==> config.mk <==
export PLATFORM = sky130hd
export DESIGN_NAME = ps2_host_tx_flat
export DESIGN_NICKNAME = d
export VERILOG_FILES = /design/src/rtl/ps2_host_tx_if.sv /design/src/rtl/ps2_host_tx.sv /design/src/flat_wrapper.sv
export SDC_FILE = /design/constraint.sdc
export NUM_CORES = 1
export LEC_CHECK = 0
export ABC_AREA = 1
export CORE_MARGIN = 2
export CORE_UTILIZATION = 40
export CTS_BUF_LIST = sky130_fd_sc_hd__clkbuf_4 sky130_fd_sc_hd__clkbuf_8 sky130_fd_sc_hd__clkbuf_16
export DETAILED_ROUTE_END_ITERATION = 16
export SLEW_MARGIN = 10
export SYNTH_ARGS = -nofsm -noshare
export SYNTH_HDL_FRONTEND = slang
export SYNTH_SLANG_ARGS = --single-unit
==> constraint.sdc <==
create_clock -name clk_50MHz -period 1.8 [get_ports clk_50MHz]
set_input_delay 0.36 -clock clk_50MHz [delete_from_list [all_inputs] [get_ports clk_50MHz]]
set_output_delay 0.36 -clock clk_50MHz [all_outputs]
set_load 0.01 [all_outputs]
==> src/rtl/ps2_host_tx_if.sv <==
// Command-byte handshake between a PS/2 host transmitter and its client logic.
// The client drives the byte and the request; the transmitter reports ready, completion and errors.
interface ps2_host_tx_if;
  logic [7:0] tx_data;
  logic       tx_valid;
  logic       tx_ready;
  logic       tx_done;
  logic       tx_err;
  logic [1:0] err_code;

  modport master (
    output tx_data,
    output tx_valid,
    input  tx_ready,
    input  tx_done,
    input  tx_err,
    input  err_code
  );

  modport slave (
    input  tx_data,
    input  tx_valid,
    output tx_ready,
    output tx_done,
    output tx_err,
    output err_code
  );
endinterface

==> src/rtl/ps2_host_tx.sv <==
// Host-to-device PS/2 command transmitter: request-to-send, 11-bit frame clocked by the device, ACK check.
// Optional macro PS2_TX_RETRY_EN: resend the latched byte once after a NACK or timeout before reporting.
module ps2_host_tx #(
  parameter int INHIBIT_CYCLES = 5000,
  parameter int TIMEOUT_CYCLES = 100000
) (
  input  logic           clk_50MHz,
  input  logic           rst,
  ps2_host_tx_if.slave   bus,
  input  logic           PS2Clk,
  input  logic           PS2Data,
  output logic           ps2_clk_oe,
  output logic           ps2_data_oe
);

  localparam int CNT_MAX = (TIMEOUT_CYCLES > INHIBIT_CYCLES) ? TIMEOUT_CYCLES : INHIBIT_CYCLES;
  localparam int CNT_W   = $clog2(CNT_MAX + 1);
  localparam logic [CNT_W-1:0] INH_LAST = CNT_W'(INHIBIT_CYCLES - 1);
  localparam logic [CNT_W-1:0] TO_LAST  = CNT_W'(TIMEOUT_CYCLES - 1);
  localparam logic [CNT_W-1:0] CNT_ONE  = CNT_W'(1);

  localparam logic [1:0] ERR_NACK    = 2'b01;
  localparam logic [1:0] ERR_TIMEOUT = 2'b10;

  typedef enum logic [2:0] {
    S_IDLE,
    S_INHIBIT,
    S_RTS,
    S_BITS,
    S_ACK,
    S_RELEASE
  } state_t;

  // Pad synchronisers; both lines idle high, so they reset to 1 to avoid a false fall after reset.
  logic [1:0] clk_sync;
  logic [1:0] data_sync;
  logic       clk_prev;
  logic       sync_clk;
  logic       sync_data;
  logic       fall;

  always_ff @(posedge clk_50MHz or posedge rst) begin
    if (rst) begin
      clk_sync  <= 2'b11;
      data_sync <= 2'b11;
      clk_prev  <= 1'b1;
    end else begin
      // NOTE: non-blocking assignments make each stage capture the previous stage's old value.
      clk_sync  <= {clk_sync[0], PS2Clk};
      data_sync <= {data_sync[0], PS2Data};
      clk_prev  <= clk_sync[1];
    end
  end

  assign sync_clk  = clk_sync[1];
  assign sync_data = data_sync[1];
  assign fall      = clk_prev & ~sync_clk;

  state_t           state_q, state_d;
  logic [CNT_W-1:0] cnt_q, cnt_d;
  logic [3:0]       idx_q, idx_d;
  logic [9:0]       frame_q, frame_d;
  logic             drive_q, drive_d;
  logic             ack_q, ack_d;
  logic             done_q, done_d;
  logic             err_q, err_d;
  logic [1:0]       code_q, code_d;
  logic             fail;
  logic [1:0]       fail_code;
`ifdef PS2_TX_RETRY_EN
  logic             retry_q, retry_d;
`endif

  always_ff @(posedge clk_50MHz or posedge rst) begin
    if (rst) begin
      state_q <= S_IDLE;
      cnt_q   <= '0;
      idx_q   <= '0;
      frame_q <= '0;
      drive_q <= 1'b0;
      ack_q   <= 1'b0;
      done_q  <= 1'b0;
      err_q   <= 1'b0;
      code_q  <= 2'b00;
`ifdef PS2_TX_RETRY_EN
      retry_q <= 1'b0;
`endif
    end else begin
      state_q <= state_d;
      cnt_q   <= cnt_d;
      idx_q   <= idx_d;
      frame_q <= frame_d;
      drive_q <= drive_d;
      ack_q   <= ack_d;
      done_q  <= done_d;
      err_q   <= err_d;
      code_q  <= code_d;
`ifdef PS2_TX_RETRY_EN
      retry_q <= retry_d;
`endif
    end
  end

  always_comb begin
    // NOTE: every signal gets a default first so no path through the case leaves one unassigned (no latch).
    state_d   = state_q;
    cnt_d     = cnt_q;
    idx_d     = idx_q;
    frame_d   = frame_q;
    drive_d   = drive_q;
    ack_d     = ack_q;
    done_d    = 1'b0;
    err_d     = 1'b0;
    code_d    = code_q;
    fail      = 1'b0;
    fail_code = ERR_TIMEOUT;
`ifdef PS2_TX_RETRY_EN
    retry_d   = retry_q;
`endif

    unique case (state_q)
      S_IDLE: begin
        cnt_d = '0;
        idx_d = '0;
        if (bus.tx_valid) begin
          frame_d = {1'b1, ~^bus.tx_data, bus.tx_data};
          state_d = S_INHIBIT;
`ifdef PS2_TX_RETRY_EN
          retry_d = 1'b0;
`endif
        end
      end

      S_INHIBIT: begin
        idx_d = '0;
        if (cnt_q == INH_LAST) begin
          cnt_d   = '0;
          state_d = S_RTS;
        end else begin
          cnt_d = cnt_q + CNT_ONE;
        end
      end

      // Fall 1 ends the start bit and puts d0 on the line.
      S_RTS: begin
        if (fall) begin
          cnt_d   = '0;
          idx_d   = 4'd1;
          drive_d = ~frame_q[0];
          state_d = S_BITS;
        end else if (cnt_q == TO_LAST) begin
          fail = 1'b1;
        end else begin
          cnt_d = cnt_q + CNT_ONE;
        end
      end

      // idx_q counts falls already seen; fall 10 releases the line for the stop bit.
      S_BITS: begin
        if (fall) begin
          cnt_d = '0;
          idx_d = idx_q + 4'd1;
          if (idx_q == 4'd9) begin
            drive_d = 1'b0;
            state_d = S_ACK;
          end else begin
            drive_d = ~frame_q[idx_q];
          end
        end else if (cnt_q == TO_LAST) begin
          fail = 1'b1;
        end else begin
          cnt_d = cnt_q + CNT_ONE;
        end
      end

      S_ACK: begin
        if (fall) begin
          cnt_d   = '0;
          idx_d   = 4'd11;
          ack_d   = ~sync_data;
          state_d = S_RELEASE;
        end else if (cnt_q == TO_LAST) begin
          fail = 1'b1;
        end else begin
          cnt_d = cnt_q + CNT_ONE;
        end
      end

      S_RELEASE: begin
        if (sync_clk && sync_data) begin
          if (ack_q) begin
            done_d  = 1'b1;
            state_d = S_IDLE;
          end else begin
            fail      = 1'b1;
            fail_code = ERR_NACK;
          end
        end else if (cnt_q == TO_LAST) begin
          fail = 1'b1;
        end else begin
          cnt_d = cnt_q + CNT_ONE;
        end
      end

      default: state_d = S_IDLE;
    endcase

    if (fail) begin
      cnt_d   = '0;
      drive_d = 1'b0;
`ifdef PS2_TX_RETRY_EN
      if (!retry_q) begin
        retry_d = 1'b1;
        state_d = S_INHIBIT;
      end else begin
        err_d   = 1'b1;
        code_d  = fail_code;
        state_d = S_IDLE;
      end
`else
      err_d   = 1'b1;
      code_d  = fail_code;
      state_d = S_IDLE;
`endif
    end
  end

  // Line drivers decode straight from state so an asynchronous reset releases both lines at once.
  always_comb begin
    ps2_clk_oe  = 1'b0;
    ps2_data_oe = 1'b0;
    unique case (state_q)
      S_INHIBIT: begin
        ps2_clk_oe  = 1'b1;
        ps2_data_oe = (cnt_q == INH_LAST);
      end
      S_RTS:   ps2_data_oe = 1'b1;
      S_BITS:  ps2_data_oe = drive_q;
      default: ps2_data_oe = 1'b0;
    endcase
  end

  assign bus.tx_ready = (state_q == S_IDLE);
  assign bus.tx_done  = done_q;
  assign bus.tx_err   = err_q;
  assign bus.err_code = code_q;

endmodule

==> src/flat_wrapper.sv <==
// flat-port wrapper written by rule: the top's interface ports become plain ports
module ps2_host_tx_flat 
#(
  parameter int INHIBIT_CYCLES = 5000,
  parameter int TIMEOUT_CYCLES = 100000
)
  (clk_50MHz, rst, PS2Clk, PS2Data, ps2_clk_oe, ps2_data_oe, bus_tx_data, bus_tx_valid, bus_tx_ready, bus_tx_done, bus_tx_err, bus_err_code);
  ps2_host_tx_if bus_i ();
  input  logic clk_50MHz;
  input  logic rst;
  input  logic PS2Clk;
  input  logic PS2Data;
  output logic ps2_clk_oe;
  output logic ps2_data_oe;
  input wire logic [$bits(bus_i.tx_data)-1:0] bus_tx_data;
  input wire logic [$bits(bus_i.tx_valid)-1:0] bus_tx_valid;
  output wire logic [$bits(bus_i.tx_ready)-1:0] bus_tx_ready;
  output wire logic [$bits(bus_i.tx_done)-1:0] bus_tx_done;
  output wire logic [$bits(bus_i.tx_err)-1:0] bus_tx_err;
  output wire logic [$bits(bus_i.err_code)-1:0] bus_err_code;
  assign bus_i.tx_data = bus_tx_data;
  assign bus_i.tx_valid = bus_tx_valid;
  assign bus_tx_ready = bus_i.tx_ready;
  assign bus_tx_done = bus_i.tx_done;
  assign bus_tx_err = bus_i.tx_err;
  assign bus_err_code = bus_i.err_code;
  ps2_host_tx #(.INHIBIT_CYCLES(INHIBIT_CYCLES), .TIMEOUT_CYCLES(TIMEOUT_CYCLES)) u_core (.clk_50MHz(clk_50MHz), .rst(rst), .bus(bus_i), .PS2Clk(PS2Clk), .PS2Data(PS2Data), .ps2_clk_oe(ps2_clk_oe), .ps2_data_oe(ps2_data_oe));
endmodule
==> reports/qor.yml, run 1 <==
synth.cell_area_um2: 2750
die-width_um: 86.9
timing_worst_setup_path_type: "flip-flop to primary output"
drtAntennaViolNets: 0
wl_per_cell_um: 13.0
timing.critical_path.slowest_stage_cell: "dfrtp_1"
critical_path_buf_inv_count: 2
hold_buffers: 0
syn_nets: 379
vias: 2616
max_slew.worst_pin.slew_ps: 365
worstSetupStartpointType: "flip-flop"
finalWeightedCongestion: 0.889
finalHoldViolations: 0
globalRouteOverflowTotal: 0
finalClockSkew_ps: 4.63
drc: 0
critical_path.max_fanout: 3
die-height_um: 86.9
crit_arrival_ps: 1450
fin_nets: 455
timing_max_transition_violations_final: 0
placement.setup.worst_slack_ps: -224
path_clk_slew_ps: 80
max_stage_delay_ps: 370
outcome: "finished with violations"
avgViaCountPerCell: 5.03
routed_wirelength_mm: 6.74
maxClockFrequency_mhz: 551
max-slew-margin-rel_pct: 75.6
syn_area_per_cell_um2: 7.58
boundaryPins: 20
placeableCoreArea_um2: 6720
globalRouteTotalUtil_pct: 19.8
ys.warnings.count: 0
setup_total_negative_slack_ps: -14.9
netlist_top_cells_area: "dfrtp_1 36%, nand2_1 14%, nand3_1 6.4%"
layout_worst_path_cycle_share_pct: 101
synth_top_cell_by_area: "dfrtp_1"
final_cell_mix: "100 x nand2_1, 50 x buf_4, 40 x dfrtp_1"
detailed_place_hpwl_mm: 5.10
finalSetupViolCount: 1
min_path_type: "flip-flop to flip-flop"
cts_root_buffer: "clkbuf_8"
endpoint_kind_of_the_worst_setup_timing_path: "primary output"
final_layout_size_suffix_gt1_share_pct: 27.7
synth.distinct_cells: 33
numPortBuffers: 19
insertedDiodeCount: 0
final_common_cell: "nand2_1"
die-area_um2: 7560
violations: "setup timing"
grt_pass1_wl_mm: 11.7
numClockSinks: 45
dr.pass1.iters: 4
final.hold.worst_slack_ps: 359
power_per_cell_area_nw_per_um2: 482
cp_common_cell: "nand3_2"
cts-buffers-inserted: 5
setup_ws_ps: -14.9
seq_area_frac_synth_pct: 41.2
grt_antenna_before_repair: 0
detail_route.iter0.violations: 120
area_grow_syn2layout_pct: 33.5
leakage_power_nw: 1.89
rows: 30
synth_top_area_share_pct: 36.4
syn-instance-count: 363
critical_path_data_required_time_ps: 1440
first_global_vias: 2510
final_period_minus_worst_setup_slack_ps: 1810
htree_num_levels: 2
tritoncts: "done"
initial_utilization_pct: 40.9
ir_worst_vdd_mv: 0.351
clock_latency_ps: 300
grt_start_max_net_pins: 26
synth_seq_cells: 45
setup_repair_after_global_routing_missed_its_margin: "yes"
path_cells: "inv_2 -> nor2_4 -> nand3_2 -> nor2_2 -> nand3_2 -> o21ai_2 -> buf_2"
clockBufferDepth: 2
drv_cap: 0
critical-path-top-delay-family: "simple AND/OR/NAND/NOR gates"
## layout make-up
type                            instances  area [µm²]
Inverter                               42         160
Tap cell                               80         100
Timing Repair Buffer                   74         626
Sequential cell                        45        1130
Clock buffer                            8        91.3
Multi-Input combinational cell        271        1560
Fill cell                             637        3050
## flip-flops by register name (all words and copies together), names as in the netlist, 2 cells and up
| signal | flops |
|---|---|
| u_core.clk_sync | 2 |
| u_core.idx_q | 4 |
| u_core.data_sync | 2 |
| u_core.frame_q | 10 |
| u_core.bus.err_code | 2 |
| u_core.cnt_q | 17 |
| u_core.state_q | 3 |
## metal layers
metal	up-vias	track usage [%]	wire, µm
li1	1322	-	-
met1	1236	26.4	3140
met2	50	33.9	3300
met3	8	3.22	228
met5	-	0	0
met4	0	4.55	76
## through the flow
| stage | power (mW) | util, % | instances | area (µm²) |
|---|---|---|---|---|
| final | 1.77 | 54.7 | 520 | 3670 |
| after global routing | 1.84 | 54.7 | 520 | 3670 |
| after CTS | 1.79 | 52.2 | 513 | 3510 |
| after detailed placement | 1.13 | 50.1 | 502 | 3370 |
| after global placement | 1.13 | 50.1 | 502 | 3370 |
| after floorplan | 1.09 | - | 363 | 2750 |
## cell families after synthesis
kind of cell             count (synthesis)  synth area share, %
AO/OA/AOI/OAI                           39                 8.28
multiplexers                             7                 2.87
XOR/XNOR                                20                 6.37
flip-flops                              45                 41.2
buffers and inverters                   47                 6.55
adder cells (fa/ha/maj)                  3                 1.36
AND/OR/NAND/NOR                        202                 33.4
## report_power, final
| part | internal [mW] | switching (mW) | total (mW) |
|---|---|---|---|
| Sequential | 1.02 | 0.00395 | 1.02 |
| Combinational | 0.0460 | 0.0415 | 0.0875 |
| Clock | 0.322 | 0.337 | 0.659 |
| Total | 1.39 | 0.383 | 1.77 |
## path summary, 6_finish.rpt
kind / startpoint / to / slack, ps / cells after the start
setup / recovery: u_core.cnt_q[7]$_DFFE_PP0P_ / ps2_data_oe / -10 / 7
hold reg to reg: u_core.data_sync[0]$_DFF_PP1_ / u_core.data_sync[1]$_DFF_PP1_ / 360 / 0
setup reg to reg: u_core.cnt_q[0]$_DFFE_PP0P_ / u_core.cnt_q[15]$_DFFE_PP0P_ / 90 / 11
max in group asynchronous: rst / u_core.frame_q[9]$_DFFE_PP0P_ / 1120 / 3
hold / removal: u_core.data_sync[0]$_DFF_PP1_ / u_core.data_sync[1]$_DFF_PP1_ / 360 / 0
min in group asynchronous: rst / u_core.ack_q$_DFFE_PP0P_ / 410 / 3
## synthesized netlist by cell type, drive strengths merged
cell type,number
xnor2,6
buf,3
nand3b,2
o22ai,1
dfrtp,40
mux2,7
xor2,14
nand3,38
o21bai,1
nand2,108
a21oi,11
o21a,1
o21ai,22
nand4,6
nor3,7
nor2,41
ha,3
a21boi,1
clkbuf,2
dfstp,5
o211ai,2
inv,42
## timing repair
action	in CTS	in global routing
pin swaps	4	10
resized for setup	13	29
endpoints found under the setup margin	10	23
setup buffers	3	7
No activity file was read; power rests on OpenSTA's default activity.
==> run 2: changes to the inputs <==
--- a/config.mk
+++ b/config.mk
@@ -6,9 +6,7 @@
 export NUM_CORES = 1
 export LEC_CHECK = 0
 export ABC_AREA = 1
-export CORE_MARGIN = 2
 export CORE_UTILIZATION = 40
-export CTS_BUF_LIST = sky130_fd_sc_hd__clkbuf_4 sky130_fd_sc_hd__clkbuf_8 sky130_fd_sc_hd__clkbuf_16
 export DETAILED_ROUTE_END_ITERATION = 16
 export SLEW_MARGIN = 10
 export SYNTH_ARGS = -nofsm -noshare
==> reports/qor.yml, run 2 (same netlist as run 1, synthesis figures left out) <==
outcome: "finished with violations"
violations: "setup timing"
wl_per_cell_um: 13.1
setup_ws_ps: -16.0
share_clk_of_total_power_pct: 36.3
cts-buffers-inserted: 5
dr.pass1.iters: 6
detailed_place_hpwl_mm: 5.16
ir_worst_vdd_mv: 0.360
insertedDiodeCount: 0
initial_utilization_pct: 42.4
tritoncts: "done"
post-route-cell-area_um2: 3570
timing_max_transition_violations_final: 0
drtAntennaViolNets: 0
vias: 2568
endpoint_kind_of_the_worst_setup_timing_path: "primary output"
layout_worst_path_cycle_share_pct: 101
clockBufferDepth: 2
timing_worst_setup_path_type: "flip-flop to primary output"
fin_nets: 448
boundaryPins: 20
crit_arrival_ps: 1460
critical_path_data_required_time_ps: 1440
maxClockFrequency_mhz: 551
setup_total_negative_slack_ps: -16.0
placeableCoreArea_um2: 6490
rows: 29
drc: 0
final_cell_mix: "101 x nand2_1, 48 x buf_4, 40 x dfrtp_1"
area_grow_syn2layout_pct: 29.6
finalSetupViolCount: 1
largest_reg_flops: 17
final.hold.worst_slack_ps: 345
path_clk_slew_ps: 90
post_dp_cell_area_um2: 3340
max_slew.worst_pin.slew_ps: 379
finalHoldViolations: 0
final_layout_size_suffix_gt1_share_pct: 26.6
max_flop_register: "u_core.cnt_q"
pint_mw: 1.34
hold_buffers: 0
min_path_type: "input pin to async pin"
clock_latency_ps: 300
final_period_minus_worst_setup_slack_ps: 1820
drv_cap: 0
power_frac_comb_pct: 4.9
htree_num_levels: 2
grt_start_max_net_pins: 17
routed_wirelength_mm: 6.69
setup_repair_after_global_routing_missed_its_margin: "yes"
die-area_um2: 7210
globalRouteOverflowTotal: 0
leakage_power_nw: 1.85
grt_pass1_wl_mm: 11.5
die-height_um: 84.9
first_global_vias: 2471
detail_route.iter0.violations: 137
final_util_pct: 54.9
p_switching_mw: 0.403
final_common_cell: "nand2_1"
critical_path.max_fanout: 3
finalWeightedCongestion: 0.926
numClockSinks: 45
numPortBuffers: 19
avgViaCountPerCell: 5.04
net_switching_fraction_of_the_power_pct: 23.1
globalRouteTotalUtil_pct: 20.3
grt_antenna_before_repair: 0
cts_root_buffer: "clkbuf_8"
max-slew-margin-rel_pct: 74.7
top_regs: "u_core.cnt_q: 17 flops, u_core.frame_q: 10 flops, u_core.idx_q: 4 flops"
worstSetupStartpointType: "flip-flop"
die-width_um: 84.9
power_per_cell_area_nw_per_um2: 489
seq_power_share_pct: 58.7
finalClockSkew_ps: 3.63
run 2: cell type report:
class                   instances  area [µm²]
clock buffers                   7        76.3
clock inverters                 1        7.51
fillers                       604        2930
inverters                      42         158
multi-input cells             271        1560
flip-flops and latches         45        1130
well taps                      77        96.3
repair buffers                 67         539
run 2: metrics by stage:
stage | power [mW] | cells | setup WS, ps
detailed placement | 1.13 | 497 | -245
global placement | 1.13 | 497 | -225
CTS | 1.77 | 506 | -204
finish | 1.75 | 510 | -16.0
global route | 1.83 | 510 | -71.8
floorplan | 1.09 | 363 | 255
run 2: path summary, 6_finish.rpt:
check	end	slack, ps	depth (start not counted)	from
worst min register to register	u_core.clk_sync[1]$_DFF_PP1_	360	0	u_core.clk_sync[0]$_DFF_PP1_
worst max register to register	u_core.cnt_q[4]$_DFFE_PP0P_	80	10	u_core.state_q[2]$_DFFE_PP0P_
worst max-delay path	ps2_data_oe	-20	7	u_core.cnt_q[7]$_DFFE_PP0P_
max in group asynchronous	u_core.data_sync[1]$_DFF_PP1_	900	3	rst
worst min-delay path	u_core.cnt_q[12]$_DFFE_PP0P_	350	2	rst
min in group clk_50MHz	u_core.clk_sync[1]$_DFF_PP1_	360	0	u_core.clk_sync[0]$_DFF_PP1_
run 2: what timing repair did:
item | in CTS | in global routing
gates resized for setup | 17 | 21
hold endpoints to repair | 0 | 0
endpoints found under the setup margin | 18 | 23
pin swaps | 5 | 21
buffers inserted | 1 | 5
run 2: power groups by stage:
stage          clock [mW]  sequential [mW]  combinational [mW]
2_1_floorplan           0             1.04              0.0418
3_3_place_gp            0             1.04              0.0880
3_5_place_dp            0             1.04              0.0884
4_1_cts             0.653             1.02              0.0887
5_1_grt             0.701             1.03              0.0993
6_report            0.634             1.02              0.0862
run 2: worst max-delay path, stage by stage, from the launching register on:
cell and delay [ps]:
dfrtp_1 360, inv_2 50, nor2_4 120, nand3_2 90, nor2_2 120, nand3_2 120, o21ai_2 150, buf_2 140
run 2: routing by layer:
metal	wire length [µm]	GRT usage [%]	vias to the layer above
met2	3300	34.2	54
met1	3060	26.3	1204
li1	-	-	1301
met5	0	0	-
met4	111	7.55	0
met3	226	3.40	9
==> run 3: changes to the inputs <==
--- a/config.mk
+++ b/config.mk
@@ -5,7 +5,6 @@
 export SDC_FILE = /design/constraint.sdc
 export NUM_CORES = 1
 export LEC_CHECK = 0
-export ABC_AREA = 1
 export CORE_UTILIZATION = 40
 export DETAILED_ROUTE_END_ITERATION = 16
 export SLEW_MARGIN = 10
==> reports/qor.yml, run 3 <==
seq_area_frac_synth_pct: 42.3
final_cell_mix: "53 x buf_4, 38 x dfrtp_1, 34 x nand2_1"
syn_area_per_cell_um2: 9.15
ys.warnings.count: 0
post_dp_cell_area_um2: 3390
avgViaCountPerCell: 5.69
netlist_top_cells_area: "dfrtp_1 37%, dfstp_2 4.9%, nand2_1 4.8%"
numClockSinks: 45
initial_utilization_pct: 41.7
outcome: "finished with violations"
grt_start_max_net_pins: 46
die-height_um: 83.9
finalWeightedCongestion: 0.830
ir_worst_vdd_mv: 0.382
drc: 2
setup_repair_after_global_routing_missed_its_margin: "yes"
post-route-cell-area_um2: 3910
drtAntennaViolNets: 0
critical_path_data_required_time_ps: 1440
final_common_cell: "buf_4"
path_clk_slew_ps: 100
die-area_um2: 7030
post_synth_most_frequent_cells: "40 x dfrtp_1, 34 x nand2_1, 18 x o21ai_0"
die-width_um: 83.9
vias: 2532
timing_max_transition_violations_final: 0
dr_wl_met3_um: 396
synth_most_common_cell: "dfrtp_1"
rows: 29
critical_path.max_fanout: 2
worstSetupStartpointType: "flip-flop"
fin_nets: 383
final_layout_size_suffix_gt1_share_pct: 36.4
tritoncts: "done"
synth_flop_cell: "dfrtp_1"
max-slew-margin-rel_pct: 60.9
crit_arrival_ps: 1950
insertedDiodeCount: 0
min_path_type: "flip-flop to flip-flop"
cts-buffers-inserted: 5
detail_route.iter0.violations: 152
synth_top_cell_by_area: "dfrtp_1"
dr.pass1.iters: 10
dpl.cell_count: 426
finalSetupViolCount: 25
maxClockFrequency_mhz: 434
wl_met2_mm: 3.66
largest_reg_flops: 17
layout_worst_path_cycle_share_pct: 128
synth_enable_flop_cells: 0
clock_latency_ps: 310
syn_nets: 309
syn-instance-count: 293
first_global_vias: 2569
synth_seq_cells: 45
max_slew.worst_pin.slew_ps: 583
routed_wirelength_mm: 7.61
path_cells: "or4_4 -> nor4_4 -> nand3_1 -> a21oi_1 -> buf_2"
final.hold.worst_slack_ps: 361
clockBufferDepth: 2
final_util_pct: 60.9
timing_worst_setup_path_type: "flip-flop to primary output"
synth_top_area_share_pct: 37.3
grt_antenna_before_repair: 0
finalHoldViolations: 0
globalRouteOverflowTotal: 0
htree_num_levels: 2
synth.distinct_cells: 55
cts_root_buffer: "clkbuf_8"
fraction_of_registers_with_async_set_or_reset_after_synthesis_pct: 100
detailed_place_hpwl_mm: 4.82
power_per_cell_area_nw_per_um2: 467
fillCellCount: 535
leakage_power_nw: 1.70
violations: "DRC, setup timing"
area_grow_syn2layout_pct: 46.0
top_regs: "u_core.cnt_q: 17 flops, u_core.frame_q: 10 flops, u_core.idx_q: 4 flops"
fin_cells: 445
dr.max_layer_used: "met4"
grt_pass1_wl_mm: 12.9
endpoint_kind_of_the_worst_setup_timing_path: "primary output"
final_period_minus_worst_setup_slack_ps: 2310
placement.setup.worst_slack_ps: -690
setup_total_negative_slack_ps: -7890
drv_cap: 0
boundaryPins: 20
finalClockSkew_ps: 22.6
placeableCoreArea_um2: 6420
wl_per_cell_um: 17.1
finalPower_mw: 1.83
numPortBuffers: 19
synth.cell_area_um2: 2680
max_flop_register: "u_core.cnt_q"
timing.critical_path.slowest_stage_cell: "or4_4"
routedLengthMet1_mm: 3.49
max_stage_delay_ps: 550
setup_ws_ps: -507
globalRouteTotalUtil_pct: 23.2
## run 3: cells by family after synthesis
group,after synthesis,share of synthesized area [%]
DFF,45,42.3
buffers and inverters,31,4.48
xor gates and xnor gates,9,2.94
adders and majority gates,3,1.40
muxes,13,6.21
and+or+nand+nor,123,24.8
AOI/OAI and AO/OA,69,17.9
## run 3: worst paths after layout
path                                               from                            to  slack (ps)  cells past startpoint
max in group asynchronous                           rst     u_core.clk_prev$_DFF_PP1_        1140                      3
min in group asynchronous                           rst   u_core.cnt_q[1]$_DFFE_PP0P_         390                      3
min                        u_core.clk_sync[0]$_DFF_PP1_  u_core.clk_sync[1]$_DFF_PP1_         360                      0
max reg2reg                u_core.cnt_q[16]$_DFFE_PP0P_   u_core.cnt_q[3]$_DFFE_PP0P_        -430                      5
min reg2reg                u_core.clk_sync[0]$_DFF_PP1_  u_core.clk_sync[1]$_DFF_PP1_         360                      0
max                        u_core.cnt_q[16]$_DFFE_PP0P_                   ps2_data_oe        -510                      5
## run 3: area by class of cell
cell class,count,area [µm²],area share [%]
Multi-Input combinational cell,217,1670,42.7
Sequential cell,45,1130,29.0
Timing Repair Buffer,87,872,22.3
Tap cell,77,96.3,2.46
Clock buffer,5,68.8,1.76
Inverter,11,41.3,1.06
Clock inverter,3,28.8,0.736
## run 3: metal layers
metal / track usage, % / vias to the layer above
met5: 0 / -
met4: 6.43 / 0
met3: 3.56 / 8
met2: 37.3 / 77
met1: 32.6 / 1217
li1: - / 1230
## run 3: where the power goes
part | internal, mW | switching (mW) | total (mW) | leakage (nW)
logic | 0.0502 | 0.0459 | 0.0961 | 1.06
registers | 1.02 | 0.00345 | 1.02 | 0.590
clock network | 0.294 | 0.414 | 0.708 | 0.0511
## run 3: critical path, delay by kind of cell (launching register included)
family / cells / cell delay, ps
AOI/OAI and AO/OA: 1 / 140
DFF: 1 / 390
buffers and inverters: 1 / 140
and+or+nand+nor: 3 / 980
## run 3: what timing repair did
item,in CTS,in global routing
resized for setup,51,13
buffers inserted,5,2
hold buffers,0,0
endpoints found under the setup margin,27,26
pin swaps,19,13
cloned,5,0
